==> src/rtl/mul_appr_booth16.sv <==
// mul_appr_booth16 -- pipelined 16x16 signed approximate multiplier built on
// radix-4 (modified) Booth encoding of B.
//
// Each of the eight Booth partial products has its APPR_COLS least-significant
// bits cleared before the partial products are summed. In two's complement,
// clearing the low bits rounds each partial product toward minus infinity, so
// the result is never larger than the exact product:
//   out - A*B  lies in  [-8*(2^APPR_COLS - 1), 0]
// The low APPR_COLS bits of out are always zero.
//
// Build option:
//   MUL_APPR_EXACT_EN  when defined, the truncation logic is not built and the
//                      multiplier is exact. Latency and handshake do not change.
//
// Parameters:
//   APPR_COLS  number of truncated product columns, 0..16 (0 = exact)
//
// Ports:
//   clk        system clock; all state changes on the rising edge
//   rst_n      synchronous active-low reset; clears all pipeline state
//   in_valid   A/B carry an operand pair this cycle
//   A          signed multiplicand (two's complement)
//   B          signed multiplier (two's complement), Booth-encoded
//   out_valid  out carries a new result; asserted 2 cycles after in_valid
//   out        signed approximate product; holds its value while out_valid=0
module mul_appr_booth16 #(
  parameter int APPR_COLS = 8
) (
  input  logic        clk,
  input  logic        rst_n,
  input  logic        in_valid,
  input  logic [15:0] A,
  input  logic [15:0] B,
  output logic        out_valid,
  output logic [31:0] out
);

  // Stage 1: operand capture
  logic [15:0] a_q;
  logic [15:0] b_q;
  logic        v1_q;

  // Stage 2: result
  logic [31:0] out_q;
  logic [31:0] out_d;
  logic        out_valid_q;

  // Sign-extended multiplicand and multiplier with the implicit B[-1]=0
  // appended, so every Booth triplet is a plain 3-bit slice.
  logic [31:0] a_ext;
  logic [16:0] b_ext;

  assign a_ext = {{16{a_q[15]}}, a_q};
  assign b_ext = {b_q, 1'b0};

  logic [31:0] pp      [8];
  logic [31:0] pp_keep [8];

`ifndef MUL_APPR_EXACT_EN
  // Ones above the truncated columns; ANDing clears the low APPR_COLS bits.
  localparam logic [31:0] TRUNC_MASK = ~((32'd1 << APPR_COLS) - 32'd1);
`endif

  generate
    for (genvar gi = 0; gi < 8; gi++) begin : g_booth_row
      logic [2:0]  trip;
      logic [31:0] mult;

      // Triplet (B[2i+1], B[2i], B[2i-1]) selects digit in {-2,-1,0,+1,+2}.
      assign trip = b_ext[2*gi+2 -: 3];

      always_comb begin
        mult = '0;
        case (trip)
          3'b001, 3'b010: mult = a_ext;
          3'b011:         mult = a_ext << 1;
          3'b100:         mult = -(a_ext << 1);
          3'b101, 3'b110: mult = -a_ext;
          default:        mult = '0;
        endcase
      end

      // Digit weight is 4^i.
      assign pp[gi] = mult << (2*gi);

`ifdef MUL_APPR_EXACT_EN
      assign pp_keep[gi] = pp[gi];
`else
      assign pp_keep[gi] = pp[gi] & TRUNC_MASK;
`endif
    end
  endgenerate

  // Exact modulo-2^32 sum of the (possibly truncated) partial products.
  always_comb begin
    out_d = '0;
    for (int i = 0; i < 8; i++) begin
      out_d = out_d + pp_keep[i];
    end
  end

  always_ff @(posedge clk) begin
    if (!rst_n) begin
      a_q         <= '0;
      b_q         <= '0;
      v1_q        <= 1'b0;
      out_q       <= '0;
      out_valid_q <= 1'b0;
    end else begin
      a_q         <= A;
      b_q         <= B;
      v1_q        <= in_valid;
      out_valid_q <= v1_q;
      if (v1_q) begin
        out_q <= out_d;
      end
    end
  end

  assign out       = out_q;
  assign out_valid = out_valid_q;

endmodule

==> config.mk <==
export PLATFORM = sky130hd
export DESIGN_NAME = mul_appr_booth16
export DESIGN_NICKNAME = d
export VERILOG_FILES = /design/src/rtl/mul_appr_booth16.sv
export SDC_FILE = /design/constraint.sdc
export NUM_CORES = 1
export LEC_CHECK = 0
export BUFFER_PORTS_ARGS = -buffer_cell sky130_fd_sc_hd__buf_2
export CORE_MARGIN = 2
export CORE_UTILIZATION = 60
export DETAILED_ROUTE_END_ITERATION = 10
export GPL_ROUTABILITY_DRIVEN = 1
export PLACE_DENSITY = 0.89
export SLEW_MARGIN = 20
export SYNTH_ARGS = -nofsm -noshare
export SYNTH_HDL_FRONTEND = slang
export SYNTH_SLANG_ARGS = --single-unit
==> constraint.sdc <==
create_clock -name clk -period 16.35 [get_ports clk]
set_input_delay 4.0875 -clock clk [delete_from_list [all_inputs] [get_ports clk]]
set_output_delay 4.0875 -clock clk [all_outputs]
set_load 0.1 [all_outputs]
# After elaboration in Yosys (flattened, before gate mapping)
# Cells that the tools add are included.
# op_classes
n_eq_ne	45
mux	8
n_reduce_logical	14
addsub	9
# op_table
operator	n
32-bit adder	7
30-bit one-hot mux with 4 select lines	1
28-bit one-hot mux with 4 select lines	1
26-bit one-hot mux with 4 select lines	1
24-bit one-hot mux with 4 select lines	1
32-bit one-hot mux with 3 select lines	1
22-bit one-hot mux with 4 select lines	1
20-bit one-hot mux with 4 select lines	1
18-bit one-hot mux with 4 select lines	1
32-bit negator	2
3-bit == test, second input constant	21
3-bit by 2-bit == test with 1-bit output, second input constant	14
2-bit OR reduction	14
3-bit by 1-bit == test with 1-bit output, second input constant	7
2-bit == test, second input constant	2
2-bit by 1-bit == test with 1-bit output, second input constant	1
# word_totals
input_bits	35
elab_cells	81
reg_bits	66
out_inout_bits	33

# Longest topological paths before layout
# logic_depth
word_depth	10
depth_mapped	29
depth_no_buf	28

# Worst setup path before layout
# OpenSTA, ideal clock, no wires.
# synth_path
path_type	register -> register
start	register a_q[3]
end	register out_q[27], in the netlist out[27]
required_time_ps	16228
t_arrival_ps	6317
n_path_buf	2
path_stages_with_launch	27
synth_period_minus_slack_ps	6439
setup_ps	122
slack_ps	9911
cell_sequence	dfxtp_1 -> buf_2 -> nor4_2 -> nand3_1 -> nor3_4 -> inv_1 -> ha_1 -> clkbuf_1 -> a21oi_1 -> a221oi_1 -> a21oi_1 -> fa_1 -> fa_1 -> fa_1 -> inv_1 -> fa_1 -> inv_1 -> ha_1 -> a21o_1 -> a21o_1 -> a21oi_1 -> o211a_1 -> nor3b_1 -> o21ai_0 -> a21oi_1 -> and4b_1 -> a311o_1
# synth_via
elab_chain_len	9
elab_cells_between_ends	17
cone_classes	add/sub (9); mux (8)
# synth_rtl
item	line	rtl
start: declaration	39	logic [15:0] a_q;
start signal: assignment	104	a_q <= '0;
start signal: assignment	110	a_q <= A;
32-bit negator (on tied branches)	78, 77	
30-bit one-hot mux with 4 select lines / 32-bit one-hot mux with 3 select lines (equally long branches)	74	case (trip)
32-bit adder (6 in series)	98	out_d = out_d + pp_keep[i];
32-bit adder (*)	98	
end signal: assignment	115	out_q <= out_d;
end: declaration	44	logic [31:0] out_q;
# Mark *: on every way between the ends. The rest lies on a longest branch, timed or not.
# A chain may end at the register's enable or synchronous reset.

# Worst setup path after layout
# layout_path
start	register a_q[0]
end	register out_q[27], in the netlist out[27]
# Same word-level chain as after synthesis.

==> metrics.cfg <==
[timing]
hold_viol=0
finClkSkew_ns=0.0159
fmax_ghz=0.122
fin_crit_sh_pct=50.3
drv_slew=0
relSlewSlack_pct=32.9
rsz0062_at_grt=false
worst_slew_pin_slew_ns=1.01
final-setup-viol-count=0
hold-worst-slack_ns=0.479
fin_crit_ns=8.22
tns_ns=0

[setup_path]
crit_path_start_kind=register
crit_type=register to register
arrival_ns=8.47
end_kind=register
worst-path-max-fanout=12
cp.required_ns=16.60

[yosys]
postSynthCellCount=1491
synth_seq_cells=58
synth_area_um2=11200
avgSynthCellArea_um2=7.53
post_synth_num_cell_types=71
synth_edf_count=0
async_flop_share_pct=0
ys.flop_type=dfxtp_1
yosysSeqAreaShare_pct=10.3
yosys_warnings=0

[layout]
drive_gt1_share_pct=9.20
nets=1652
antenna_cells=0
areaGrowthSynthToFinish_pct=5.84

[floorplan]
dieArea_um2=19800
die_h_um=141
die_w_um=141
std_cell_rows=50
io-pin-count=68
start_util_pct=60.6
core_um2=18500

[power_and_ir_drop]
max-vdd-ir-drop_mv=0.291
power_leakage_uw=0.00530
fin_total_pwr_uw=2010
cellPowerDensity_nw_per_um2=170

[grt]
met1_usage_pct=50.0
antenna_found_initial=0
grt.total_usage_pct=39.6
grt_max_degree=82
busiest_layer=met2
grt_pass1_wl_mm=60.6
grt_pass1_vias=11100
use_met2_pct=62.0
overflow=0
grt_use_met3_pct=8.53

[clock_network]
postCtsResizedCells=0
h-tree-depth=3
insertion_delay_ns=0.37
clkSlewWorstSetupHoldPaths_ns=0.06
cts_buffers=9
tritoncts=built
cts_root_buf=clkbuf_16
post_cts_buffers=0
cts_sinks=58
postCtsHoldBufs=0
cts_max_path_buffers=2

[detailed_routing]
vias=11700
drt-initial-drc-count=1837
post-route-drc-count=0
viasPerCell=6.88
drt_pre_antenna_iters=6
wl_mm=39.3
wl_per_cell_um=23.1
antenna_left=0

[worst_hold_path]
hold_path.class=register to register

[run]
drv_cap=0

[placement]
io_buffers=59
place_congestion=1.02
hpwlAfterDp_mm=28.9

[status]
run_status=finished clean

==> synth_stat cells (23+ instances only) <==
cell type | number | area [um^2]
nand2_1 | 134 | 503
a21o_1 | 24 | 180
clkbuf_1 | 103 | 387
xnor2_1 | 56 | 490
ha_1 | 30 | 375
a221oi_1 | 64 | 561
and2_1 | 46 | 288
o21ai_0 | 74 | 370
mux2i_1 | 23 | 230
nor2_1 | 107 | 402
inv_1 | 171 | 642
dfxtp_1 | 58 | 1160
o22ai_1 | 36 | 225
a21oi_1 | 138 | 691
fa_1 | 124 | 2480
==> registers in the layout (all words and copies together) (netlist names) <==
signal,count
a_q,16
b_q,16
out_valid,1
v1_q,1
out,24
==> critical path: stages, from the launching register on <==
cell and delay [ns]:
dfxtp_1 0.34, clkinv_1 0.15, ha_1 0.47, nor3b_2 0.51, nand3_1 0.54, or3_1 0.66
xnor2_1 0.76, o21ai_0 0.16, a22o_1 0.25, fa_1 0.51, fa_1 0.52, fa_1 0.52
fa_1 0.48, ha_1 0.35, a21oi_1 0.21, o21ai_0 0.11, a21oi_1 0.38, o211a_1 0.24
nor3b_1 0.07, o21ai_0 0.23, a21oi_1 0.12, and4b_1 0.20, a311o_1 0.31
==> path summary, 6_finish.rpt <==
| check | start | slack (ns) | end | depth (start not counted) |
|---|---|---|---|---|
| worst max-delay path | a_q[0] | 8.13 | out[27] | 22 |
| worst min-delay path | out[13] | 0.48 | out[13] | 1 |
| worst max register to register | a_q[0] | 8.13 | out[27] | 22 |
| worst min register to register | out[13] | 0.48 | out[13] | 1 |
==> cell type report <==
type / instances / area, um^2
Inverter: 175 / 657
Sequential cell: 58 / 1160
Clock inverter: 7 / 125
Multi-Input combinational cell: 1125 / 8860
Tap cell: 234 / 293
Fill cell: 1618 / 6640
Clock buffer: 9 / 225
Timing Repair Buffer: 94 / 558
==> through the flow <==
stage               instances  setup WS (ns)  instance area [um^2]  util [%]
CTS                      1702           8.38                 11900      64.2
global route             1702           7.63                 11900      64.2
floorplan                1498           9.91                 11300         -
finish                   1702           8.13                 11900      64.2
global placement         1686           8.68                 11500      62.3
detailed placement       1686           8.40                 11500      62.3
==> per-layer routing <==
| metal | vias to the layer above | share of wire (%) |
|---|---|---|
| li1 | 5098 | - |
| met1 | 5394 | 36 |
| met2 | 975 | 44 |
| met3 | 246 | 12 |
| met4 | 0 | 7.8 |
| met5 | - | 0 |
==> layout by cell type, fill, tap and decap left out, types with 23 or more instances in the layout <==
cell type	Yosys	final
a21o_1	24	24
dfxtp_1	58	57
ha_1	30	30
a21oi_1	138	138
a221oi_1	64	64
buf_4	8	35
o21ai_0	74	74
mux2i_1	23	23
fa_1	124	124
inv_1	171	171
buf_2	8	59
nor2_1	107	107
o22ai_1	36	36
xnor2_1	56	56
nand2_1	134	134
and2_1	46	46
==> logic make-up after synthesis <==
logic type,count (synthesis),share of synthesized area (%)
AOI/OAI and AO/OA,474,28.4
and+or+nand+nor,390,16.6
buffers and inverters,315,11.0
adders and majority gates,154,25.5
xor gates and xnor gates,75,5.97
DFF,58,10.3
muxes,24,2.15
other,1,0.0334
==> where the power goes <==
part / leakage [uW] / total, uW / internal, uW / switching (uW)
registers: 0.000480 / 176 / 162 / 13.9
logic: 0.00465 / 1600 / 621 / 981
clock network: 0.000171 / 236 / 151 / 85.8
total: 0.00530 / 2010 / 934 / 1080
(Power assumes the default switching activity.)
